**config.mk**
```make
export PLATFORM = sky130hd
export DESIGN_NAME = pulse_train_gen_flat
export DESIGN_NICKNAME = d
export VERILOG_FILES = /design/src/rtl/pulse_train_if.sv /design/src/rtl/pulse_train_gen.sv /design/src/flat_wrapper.sv
export SDC_FILE = /design/constraint.sdc
export NUM_CORES = 1
export LEC_CHECK = 0
export BUFFER_PORTS_ARGS = -buffer_cell sky130_fd_sc_hd__buf_2
export CAP_MARGIN = 20
export CORE_MARGIN = 8
export CORE_UTILIZATION = 35
export DETAILED_ROUTE_END_ITERATION = 16
export GPL_TIMING_DRIVEN = 0
export SLEW_MARGIN = 20
export SYNTH_ARGS = -nofsm -noshare
export SYNTH_HDL_FRONTEND = slang
export SYNTH_SLANG_ARGS = --single-unit
```
**constraint.sdc**
```tcl
create_clock -name clock -period 2.4 [get_ports clock]
set_input_delay 0.12 -clock clock [delete_from_list [all_inputs] [get_ports clock]]
set_output_delay 0.12 -clock clock [all_outputs]
set_load 0.1 [all_outputs]
```
**src/rtl/pulse_train_if.sv**
```systemverilog
// Control/status bundle for pulse_train_gen.
// master: the block driving start/stop and the sequence fields.
// slave:  the pulse generator itself.
interface pulse_train_if #(
    parameter int CNT_W = 8
);
    logic             start;
    logic             stop;
    logic             mode;
    logic [CNT_W-1:0] width;
    logic [CNT_W-1:0] period;
    logic [CNT_W-1:0] count;
    logic             signal;
    logic             busy;
    logic             done;
    logic [CNT_W-1:0] pulse_cnt;

    modport master (
        output start, stop, mode, width, period, count,
        input  signal, busy, done, pulse_cnt
    );

    modport slave (
        input  start, stop, mode, width, period, count,
        output signal, busy, done, pulse_cnt
    );
endinterface

```
**src/rtl/pulse_train_gen.sv**
```systemverilog
// Clock-counted pulse generator: one-shot or periodic (finite or
// free-running) pulse trains with start/stop control and busy/done status.
// The bus interface must be instantiated with the same CNT_W as this module.
module pulse_train_gen #(
    parameter int   CNT_W  = 8,
    parameter logic ACTIVE = 1'b1
) (
    input  logic          clock,
    input  logic          reset,
    pulse_train_if.slave  bus
);

    typedef enum logic [1:0] {
        IDLE = 2'd0,
        HIGH = 2'd1,
        LOW  = 2'd2
    } state_t;

    // Phase counter is one bit wider than the fields: the clamped period
    // width+1 reaches 2^CNT_W when width is all ones.
    localparam logic [CNT_W:0]   PH_ONE  = {{CNT_W{1'b0}}, 1'b1};
    localparam logic [CNT_W-1:0] CNT_ONE = {{(CNT_W-1){1'b0}}, 1'b1};

    state_t           state_q, state_d;
    logic [CNT_W-1:0] width_q, width_d;
    logic [CNT_W:0]   per_q, per_d;      // effective period P
    logic [CNT_W-1:0] count_q, count_d;
    logic             mode_q, mode_d;
    logic [CNT_W:0]   phase_q, phase_d;  // 1-based cycle position inside the period
    logic             signal_q, signal_d;
    logic             busy_q, busy_d;
    logic             done_q, done_d;
    logic [CNT_W-1:0] pcnt_q, pcnt_d;
    logic [CNT_W:0]   eff_period;

    // Every period keeps at least one low cycle: short periods clamp to width+1.
    always_comb begin
        if (bus.period > bus.width)
            eff_period = {1'b0, bus.period};
        else
            eff_period = {1'b0, bus.width} + PH_ONE;
    end

    // Next-state and next-output logic; outputs are registered below.
    always_comb begin
        state_d  = state_q;
        width_d  = width_q;
        per_d    = per_q;
        count_d  = count_q;
        mode_d   = mode_q;
        phase_d  = phase_q;
        signal_d = signal_q;
        busy_d   = busy_q;
        done_d   = 1'b0;
        pcnt_d   = pcnt_q;

        case (state_q)
            IDLE: begin
                // stop outranks start; a zero-width request is meaningless.
                if (bus.start && !bus.stop && (bus.width != '0)) begin
                    width_d  = bus.width;
                    per_d    = eff_period;
                    count_d  = bus.count;
                    mode_d   = bus.mode;
                    phase_d  = PH_ONE;
                    signal_d = ACTIVE;
                    busy_d   = 1'b1;
                    pcnt_d   = CNT_ONE;
                    state_d  = HIGH;
                end
            end

            HIGH: begin
                if (bus.stop) begin
                    state_d  = IDLE;
                    signal_d = ~ACTIVE;
                    busy_d   = 1'b0;
                end else if (phase_q == {1'b0, width_q}) begin
                    signal_d = ~ACTIVE;
                    if (!mode_q) begin
                        state_d = IDLE;
                        busy_d  = 1'b0;
                        done_d  = 1'b1;
                    end else begin
                        state_d = LOW;
                        phase_d = phase_q + PH_ONE;
                    end
                end else begin
                    phase_d = phase_q + PH_ONE;
                end
            end

            LOW: begin
                if (bus.stop) begin
                    state_d  = IDLE;
                    signal_d = ~ACTIVE;
                    busy_d   = 1'b0;
                end else if (phase_q == per_q) begin
                    if ((count_q != '0) && (pcnt_q == count_q)) begin
                        state_d = IDLE;
                        busy_d  = 1'b0;
                        done_d  = 1'b1;
                    end else begin
                        state_d  = HIGH;
                        signal_d = ACTIVE;
                        pcnt_d   = pcnt_q + CNT_ONE;  // wraps when free-running
                        phase_d  = PH_ONE;
                    end
                end else begin
                    phase_d = phase_q + PH_ONE;
                end
            end

            default: begin
                state_d  = IDLE;
                signal_d = ~ACTIVE;
                busy_d   = 1'b0;
            end
        endcase
    end

    // State, latched fields, counters and registered outputs.
    always_ff @(posedge clock or posedge reset) begin
        if (reset) begin
            state_q  <= IDLE;
            width_q  <= '0;
            per_q    <= '0;
            count_q  <= '0;
            mode_q   <= 1'b0;
            phase_q  <= '0;
            signal_q <= ~ACTIVE;
            busy_q   <= 1'b0;
            done_q   <= 1'b0;
            pcnt_q   <= '0;
        end else begin
            state_q  <= state_d;
            width_q  <= width_d;
            per_q    <= per_d;
            count_q  <= count_d;
            mode_q   <= mode_d;
            phase_q  <= phase_d;
            signal_q <= signal_d;
            busy_q   <= busy_d;
            done_q   <= done_d;
            pcnt_q   <= pcnt_d;
        end
    end

    assign bus.signal    = signal_q;
    assign bus.busy      = busy_q;
    assign bus.done      = done_q;
    assign bus.pulse_cnt = pcnt_q;

endmodule

```
**src/flat_wrapper.sv**
```systemverilog
// flat-port wrapper written by rule: the top's interface ports become plain ports
module pulse_train_gen_flat 
#(
    parameter int   CNT_W  = 8,
    parameter logic ACTIVE = 1'b1
)
  (clock, reset, bus_start, bus_stop, bus_mode, bus_width, bus_period, bus_count, bus_signal, bus_busy, bus_done, bus_pulse_cnt);
  pulse_train_if #(.CNT_W(CNT_W)) bus_i ();
  input  logic clock;
  input  logic reset;
  input wire logic [$bits(bus_i.start)-1:0] bus_start;
  input wire logic [$bits(bus_i.stop)-1:0] bus_stop;
  input wire logic [$bits(bus_i.mode)-1:0] bus_mode;
  input wire logic [$bits(bus_i.width)-1:0] bus_width;
  input wire logic [$bits(bus_i.period)-1:0] bus_period;
  input wire logic [$bits(bus_i.count)-1:0] bus_count;
  output wire logic [$bits(bus_i.signal)-1:0] bus_signal;
  output wire logic [$bits(bus_i.busy)-1:0] bus_busy;
  output wire logic [$bits(bus_i.done)-1:0] bus_done;
  output wire logic [$bits(bus_i.pulse_cnt)-1:0] bus_pulse_cnt;
  assign bus_i.start = bus_start;
  assign bus_i.stop = bus_stop;
  assign bus_i.mode = bus_mode;
  assign bus_i.width = bus_width;
  assign bus_i.period = bus_period;
  assign bus_i.count = bus_count;
  assign bus_signal = bus_i.signal;
  assign bus_busy = bus_i.busy;
  assign bus_done = bus_i.done;
  assign bus_pulse_cnt = bus_i.pulse_cnt;
  pulse_train_gen #(.CNT_W(CNT_W), .ACTIVE(ACTIVE)) u_core (.clock(clock), .reset(reset), .bus(bus_i));
endmodule
```
==> metrics.cfg, run 1 <==
[outcome]
status = complete, no violations

[timing]
tightest_slew_ns = 0.673
maxSlewViolCount = 0
finalClockSkew_ns = 0.00920
setup_ws_ns = 0.146
fin_tns_setup_ns = 0
final-setup-viol-count = 0
period_share = 0.939
maxSlewHeadroom = 0.550
hold_viol = 0
finalCriticalPeriod_ns = 2.25
fmax_mhz = 444
rsz0062_at_grt = yes

[floorplan]
initial_utilization = 0.360
rows = 34
ios = 40
die_w_um = 110
die_h_um = 110
coreArea_mm2 = 0.00868
dieArea_mm2 = 0.0122

[grt]
grt.overflow.total = 0
grt_max_degree = 32
grt.total_usage = 0.123
antenna_found_initial = 0
grt_pass1_vias = 2637
grt_pass1_wl_um = 12900

[placed_design]
post-place-ws_ns = -0.101
place_inst = 494
hpwl_um = 5810
numPortBuffers = 39
place_congestion = 0.830

[final_layout]
nets = 446
layout_common_cells = nand2_1, buf_2, dfrtp_1
area_delta_synth_final_pct = 18.7
layout.cells.most_common = nand2_1
final_cells = 510
diodes = 0
final_layout_size_suffix_gt1_frac = 0.226

[critical_path]
r2r_end = u_core.phase_q[8]$_DFFE_PP0P_
cp_slowest_cell = or4_1
path_buf_inv = 1
required_ns = 2.63
critPathMaxFanout = 10
cp_slowest_stage_delay_ns = 0.53
rrSetupSlack_ns = 0.15
worstSetupEndpointType = register
cp.arrival_ns = 2.49
crit_chain = inv_1, ha_2, nor3_1, a211o_1, a311o_2, or4_1, o211ai_2
crit_type = register to register
endpoint = u_core.phase_q[8]$_DFFE_PP0P_
worstSetupStartpoint = u_core.state_q[1]$_DFFE_PP0P_
r2r_cells = 7
cp_top_family = compound AO/OA/AOI/OAI gates
cp-start-kind = register
crit_cells = 7
r2r-start = u_core.state_q[1]$_DFFE_PP0P_

[yosys]
async_flop_share = 1.00
synth_nets = 391
synth-adder-area-share = 0.0642
synthCells = 346
synthXorXnorAreaFrac = 0.0870
synth_compound_area_frac = 0.192
ys_seq_area_frac = 0.385
synth-seq-cells = 48
synth_cell_type_count = 54
synth-simple-area-share = 0.222
synth-edff-count = 0
muxShareOfSynthArea = 0.00842
yosys_warnings = 0
avgSynthCellArea_um2 = 9.02
synth_flop_cell = dfrtp_1
synth_top_family_by_area = simple AND/OR/NAND/NOR gates
syn_area_mm2 = 0.00312

[routing]
drc = 0
routed_wl_um = 7540
drtIter0Drc = 91
ant_nets = 0
routed_via_density = 5.27
wl_per_cell_um = 14.8
vias = 2688
first_pass_iters = 4

[clocking]
clk_latency_ns = 0.31
clockBufferDepth = 2
clockRootBuffer = clkbuf_8
path_clk_slew_ns = 0.10
cts_buffers = 5
cts_num_sinks = 48
cts_tree = built
htreeDepth = 2

[min_path]
hold_class = input pin to register

[power_and_ir_drop]
powerDensity_mw_per_mm2 = 976
vdd_drop_max_mv = 0.320
power.leakage_nw = 1.63

[flow_run]
maxCapViolCount = 0

-- kinds of logic (layout without fill, tap and decap cells) --
kind of cell | count (synthesis) | in the layout
compound gates | 84 | 84
xor+xnor | 31 | 31
fa+ha+maj | 16 | 16
buf+inv | 29 | 85
flops | 48 | 48
mux | 2 | 2
simple gates | 136 | 136
-- worst min-delay path by stage --
stage,startpoint,to,slack (ns),cells after the start
floorplan,bus_stop,u_core.bus.done$_DFF_PP0_,0.19,1
global placement,bus_count[5],u_core.count_q[5]$_DFFE_PP0P_,0.31,3
detailed placement,reset,u_core.count_q[1]$_DFFE_PP0P_,0.14,2
CTS,bus_count[4],u_core.count_q[4]$_DFFE_PP0P_,0.002,3
global route,bus_count[4],u_core.count_q[4]$_DFFE_PP0P_,0.01,3
finish,bus_count[4],u_core.count_q[4]$_DFFE_PP0P_,0.005,3
-- cell usage after synthesis, types with 3 or more instances --
| cell | count | area share |
|---|---|---|
| a211o_1 | 3 | 0.0084 |
| a21o_1 | 5 | 0.012 |
| a21oi_1 | 13 | 0.021 |
| a31oi_1 | 6 | 0.012 |
| buf_2 | 4 | 0.0064 |
| clkbuf_1 | 3 | 0.0036 |
| dfrtp_1 | 48 | 0.38 |
| ha_1 | 16 | 0.064 |
| inv_1 | 17 | 0.020 |
| nand2_1 | 56 | 0.067 |
| nand3_1 | 17 | 0.027 |
| nand4_1 | 3 | 0.0060 |
| nor2_1 | 15 | 0.018 |
| nor2b_1 | 5 | 0.010 |
| nor3_1 | 13 | 0.021 |
| nor3b_1 | 3 | 0.0072 |
| nor4_1 | 6 | 0.012 |
| o21a_1 | 4 | 0.0096 |
| o21ai_0 | 27 | 0.043 |
| o31ai_1 | 10 | 0.024 |
| xnor2_1 | 23 | 0.065 |
| xor2_1 | 8 | 0.022 |
-- area by class of cell --
| type | count | area [µm²] |
|---|---|---|
| fill | 901 | 4970 |
| multi-input combinational | 269 | 1820 |
| sequential | 48 | 1210 |
| timing repair buffer | 49 | 300 |
| tap | 108 | 135 |
| clock buffer | 5 | 68.8 |
| buffer | 11 | 65.1 |
| inverter | 17 | 63.8 |
| clock inverter | 3 | 42.5 |
-- sequential cells by signal, summed over array words and instances, names as in the netlist --
name,flops
u_core.per_q,9
u_core.phase_q,9
u_core.bus.pulse_cnt,8
u_core.count_q,8
u_core.width_q,8
u_core.state_q,2
u_core.bus.busy,1
u_core.bus.done,1
u_core.bus.signal,1
u_core.mode_q,1
-- tightest hold or removal path: stages --
cell and delay (ns):
buf_2 0.07, nand2_1 0.04, nand2_1 0.05
-- per-stage QoR --
step | instance area [µm²] | util | hold WS, ns | power (mW)
6_report | 3700 | 0.427 | 0.00478 | 3.61
4_1_cts | 3660 | 0.422 | 0.00183 | 3.59
3_5_place_dp | 3480 | 0.401 | 0.136 | 2.98
3_3_place_gp | 3460 | 0.399 | 0.311 | 2.94
5_1_grt | 3700 | 0.427 | 0.0108 | 3.89
2_1_floorplan | 3130 | - | 0.190 | 2.61
-- report_power, final --
part	internal [mW]	switching [mW]	leakage [nW]
registers	1.08	0.242	0.601
clock network	0.309	0.287	0.0541
logic	0.685	1.01	0.977
total	2.08	1.54	1.63
-- per-layer routing --
layer  up-vias  part of all wire  GRT usage
met4         0             0.012     0.0378
met2        64              0.46      0.191
li1       1341                 -          -
met3         7             0.032     0.0195
met1      1276              0.50      0.170
met5         -                 0          0
-- timing repair --
item,CTS,global route
endpoints found under the setup margin,12,25
gates cloned,0,0
buffers inserted,0,2
hold buffers,7,0
endpoints found under the hold margin,23,0
resized for setup,1,9
Power figures use the tool's default switching activity.
==> run 2: changes to the inputs <==
--- a/config.mk
+++ b/config.mk
@@ -11,6 +11,8 @@
 export CORE_UTILIZATION = 35
 export DETAILED_ROUTE_END_ITERATION = 16
 export GPL_TIMING_DRIVEN = 0
+export RECOVER_POWER = 50
+export SKIP_CTS_REPAIR_TIMING = 1
 export SLEW_MARGIN = 20
 export SYNTH_ARGS = -nofsm -noshare
 export SYNTH_HDL_FRONTEND = slang
==> run 2 against run 1 <==
Effect of this change:
- the flow now finishes with violations (negative hold slack)
- via count decreased by 0.78%
- sequential cell count unchanged
- wire length decreased by 0.29%
- global-route usage decreased by 0.10 points
- final area decreased by 1.1%
- critical path depth unchanged
- utilization decreased by 0.46 points
- hold slack got worse by 0.0054 ns
- critical path type unchanged
- critical endpoint unchanged
- highest routed layer unchanged
==> metrics.cfg, run 2 (synthesized netlist as in run 1, its figures left out) <==
[outcome]
status = finished, violations left
violations = negative hold slack

[clocking]
clockBufferDepth = 2  ; unchanged
clockRootBuffer = clkbuf_8
cts_tree = built
cts_buffers = 5  ; unchanged
cts_num_sinks = 48  ; unchanged
clk_latency_ns = 0.31  ; about the same
htreeDepth = 2  ; unchanged
path_clk_slew_ns = 0.10  ; about the same

[timing]
fmax_mhz = 443  ; -0.22%
hold_ws_ns = -0.000650  ; -0.00543 ns
setup_ws_ns = 0.141  ; -0.00500 ns
finalClockSkew_ns = 0.00923  ; +0.0000329 ns
finalCriticalPeriod_ns = 2.26  ; +0.00500 ns
maxSlewHeadroom = 0.217  ; -0.333
hold_viol = 1  ; +1
tightest_slew_ns = 1.18  ; +0.507 ns
maxSlewViolCount = 0  ; unchanged
final-setup-viol-count = 0  ; unchanged
period_share = 0.941  ; +0.00208
rsz0062_at_grt = yes
fin_tns_setup_ns = 0  ; unchanged

[floorplan]
initial_utilization = 0.360  ; unchanged
rows = 34  ; unchanged
die_w_um = 110  ; unchanged
dieArea_mm2 = 0.0122  ; unchanged
die_h_um = 110  ; unchanged
coreArea_mm2 = 0.00868  ; unchanged
ios = 40  ; unchanged

[critical_path]
cp-start-kind = register
cp_slowest_cell = or4_1
worstSetupEndpointType = register
cp.arrival_ns = 2.49  ; about the same
crit_type = register to register
crit_chain = inv_1, ha_2, nor3_1, a211o_1, a311o_2, or4_1, o211ai_2
rrSetupSlack_ns = 0.14  ; about the same
critPathMaxFanout = 10  ; unchanged
path_buf_inv = 1  ; unchanged
r2r_end = u_core.phase_q[8]$_DFFE_PP0P_
r2r_cells = 7  ; unchanged
cp_slowest_stage_delay_ns = 0.53  ; about the same
r2r-start = u_core.state_q[1]$_DFFE_PP0P_
crit_cells = 7  ; unchanged
cp_top_family = compound AO/OA/AOI/OAI gates
required_ns = 2.63  ; about the same

[grt]
grt_pass1_wl_um = 12800  ; -0.85%
grt.overflow.total = 0  ; unchanged
grt_pass1_vias = 2616  ; -0.80%
grt-busiest-layer = met2
grt_util_met2 = 0.189  ; -0.00199
met1_usage = 0.168  ; -0.00194
use_met3 = 0.0206  ; +0.00108
antenna_found_initial = 0  ; unchanged
grt_max_degree = 32  ; unchanged
grt.total_usage = 0.122  ; -0.00102

[final_layout]
layout.cells.most_common = nand2_1
reg_top3 = u_core.per_q (9), u_core.phase_q (9)
post-route-util = 0.422  ; -0.00461
diodes = 0  ; unchanged
final_cells = 508  ; -0.39%
n_fill_cell = 903  ; +0.22%
layout_common_cells = nand2_1, dfrtp_1, buf_2
final_layout_size_suffix_gt1_frac = 0.215  ; -0.0114
area_delta_synth_final_pct = 17.4
multi_input_area_mm2 = 0.00182  ; unchanged
ff_latch_area_mm2 = 0.00121  ; unchanged
postLayoutCellArea_mm2 = 0.00366  ; -1.1%
nets = 444  ; -0.45%

[placed_design]
dpl_cell_area_mm2 = 0.00348  ; unchanged
hpwl_um = 5810  ; unchanged
numPortBuffers = 39  ; unchanged
post-place-ws_ns = -0.101  ; unchanged
place_congestion = 0.830  ; unchanged
place_inst = 494  ; unchanged

[power_and_ir_drop]
comb_power_share = 0.467  ; -0.002
power.leakage_nw = 1.61  ; -1.6%
intPower_mw = 2.07  ; -0.50%
clockPowerShare = 0.165  ; about the same
powerDensity_mw_per_mm2 = 983  ; +0.81%
switchingPower_mw = 1.54  ; about the same
swShare = 0.427  ; +0.00124
pwr-share-seq = 0.368  ; about the same
vdd_drop_max_mv = 0.319  ; -0.18%

[routing]
routed_via_density = 5.25  ; -0.39%
ant_nets = 0  ; unchanged
vias = 2667  ; -0.78%
routed_wl_um = 7520  ; -0.29%
drc = 0  ; unchanged
first_pass_iters = 4  ; unchanged
wl_per_cell_um = 14.8  ; +0.10%
drtIter0Drc = 76  ; -16%

[min_path]
hp-start = bus_count[1]
worstHoldPathCells = 3  ; unchanged
hold_path_end = u_core.count_q[1]$_DFFE_PP0P_
hold_class = input pin to register

[flow_run]
maxCapViolCount = 0  ; unchanged

-- run 2: cell types whose count changed in the layout (fill, tap and decap cells not counted), sizes merged --
| cell | previous run | this run |
|---|---|---|
| buf | 51 | 46 |
| dlygate4sd3 | 7 | 5 |
| clkbuf | 7 | 12 |
-- run 2: through the flow --
stage | power [mW] | hold slack (ns)
finish | 3.60 | -0.000650
global route | 3.88 | 0.00194
CTS | 3.58 | -0.202
detailed placement | 2.98 | 0.136
global placement | 2.94 | 0.311
floorplan | 2.61 | 0.190
-- run 2: layer usage --
layer  share of wire  vias to the layer above
met5               0                        -
met4           0.012                        0
met3           0.029                        6
met2            0.45                       56
met1            0.51                     1270
li1                -                     1335
-- run 2: how the worst max path moves through the flow --
stage / from / end / slack [ns]
CTS: u_core.state_q[0]$_DFFE_PP0P_ / u_core.bus.pulse_cnt[5]$_DFFE_PP0P_ / -0.16
global route: u_core.state_q[0]$_DFFE_PP0P_ / u_core.bus.pulse_cnt[6]$_DFFE_PP0P_ / -0.01
finish: u_core.state_q[1]$_DFFE_PP0P_ / u_core.phase_q[8]$_DFFE_PP0P_ / 0.14
detailed placement: u_core.state_q[0]$_DFFE_PP0P_ / u_core.bus.pulse_cnt[6]$_DFFE_PP0P_ / -0.10
floorplan: u_core.state_q[0]$_DFFE_PP0P_ / u_core.phase_q[8]$_DFFE_PP0P_ / 0.16
global placement: u_core.state_q[0]$_DFFE_PP0P_ / u_core.bus.pulse_cnt[5]$_DFFE_PP0P_ / -0.08
-- run 2: final cells by class --
cell class              count  share of cell area
plain buffers              11              0.0178
clock buffers               5              0.0188
clock inverters             3              0.0116
inverters                  17              0.0174
multi-input cells         269               0.496
flip-flops and latches     48               0.330
well taps                 108              0.0369
repair buffers             47              0.0710
-- run 2: power by group through the flow --
stage	Combinational [mW]	Sequential [mW]	Clock (mW)
2_1_floorplan	1.21	1.41	0
3_3_place_gp	1.60	1.34	0
3_5_place_dp	1.64	1.35	0
4_1_cts	1.64	1.33	0.609
5_1_grt	1.87	1.37	0.641
6_report	1.68	1.33	0.596
-- run 2: tightest hold or removal path: stages --
cell     delay (ns)
buf_2          0.07
nand2_1        0.04
nand2_1        0.04
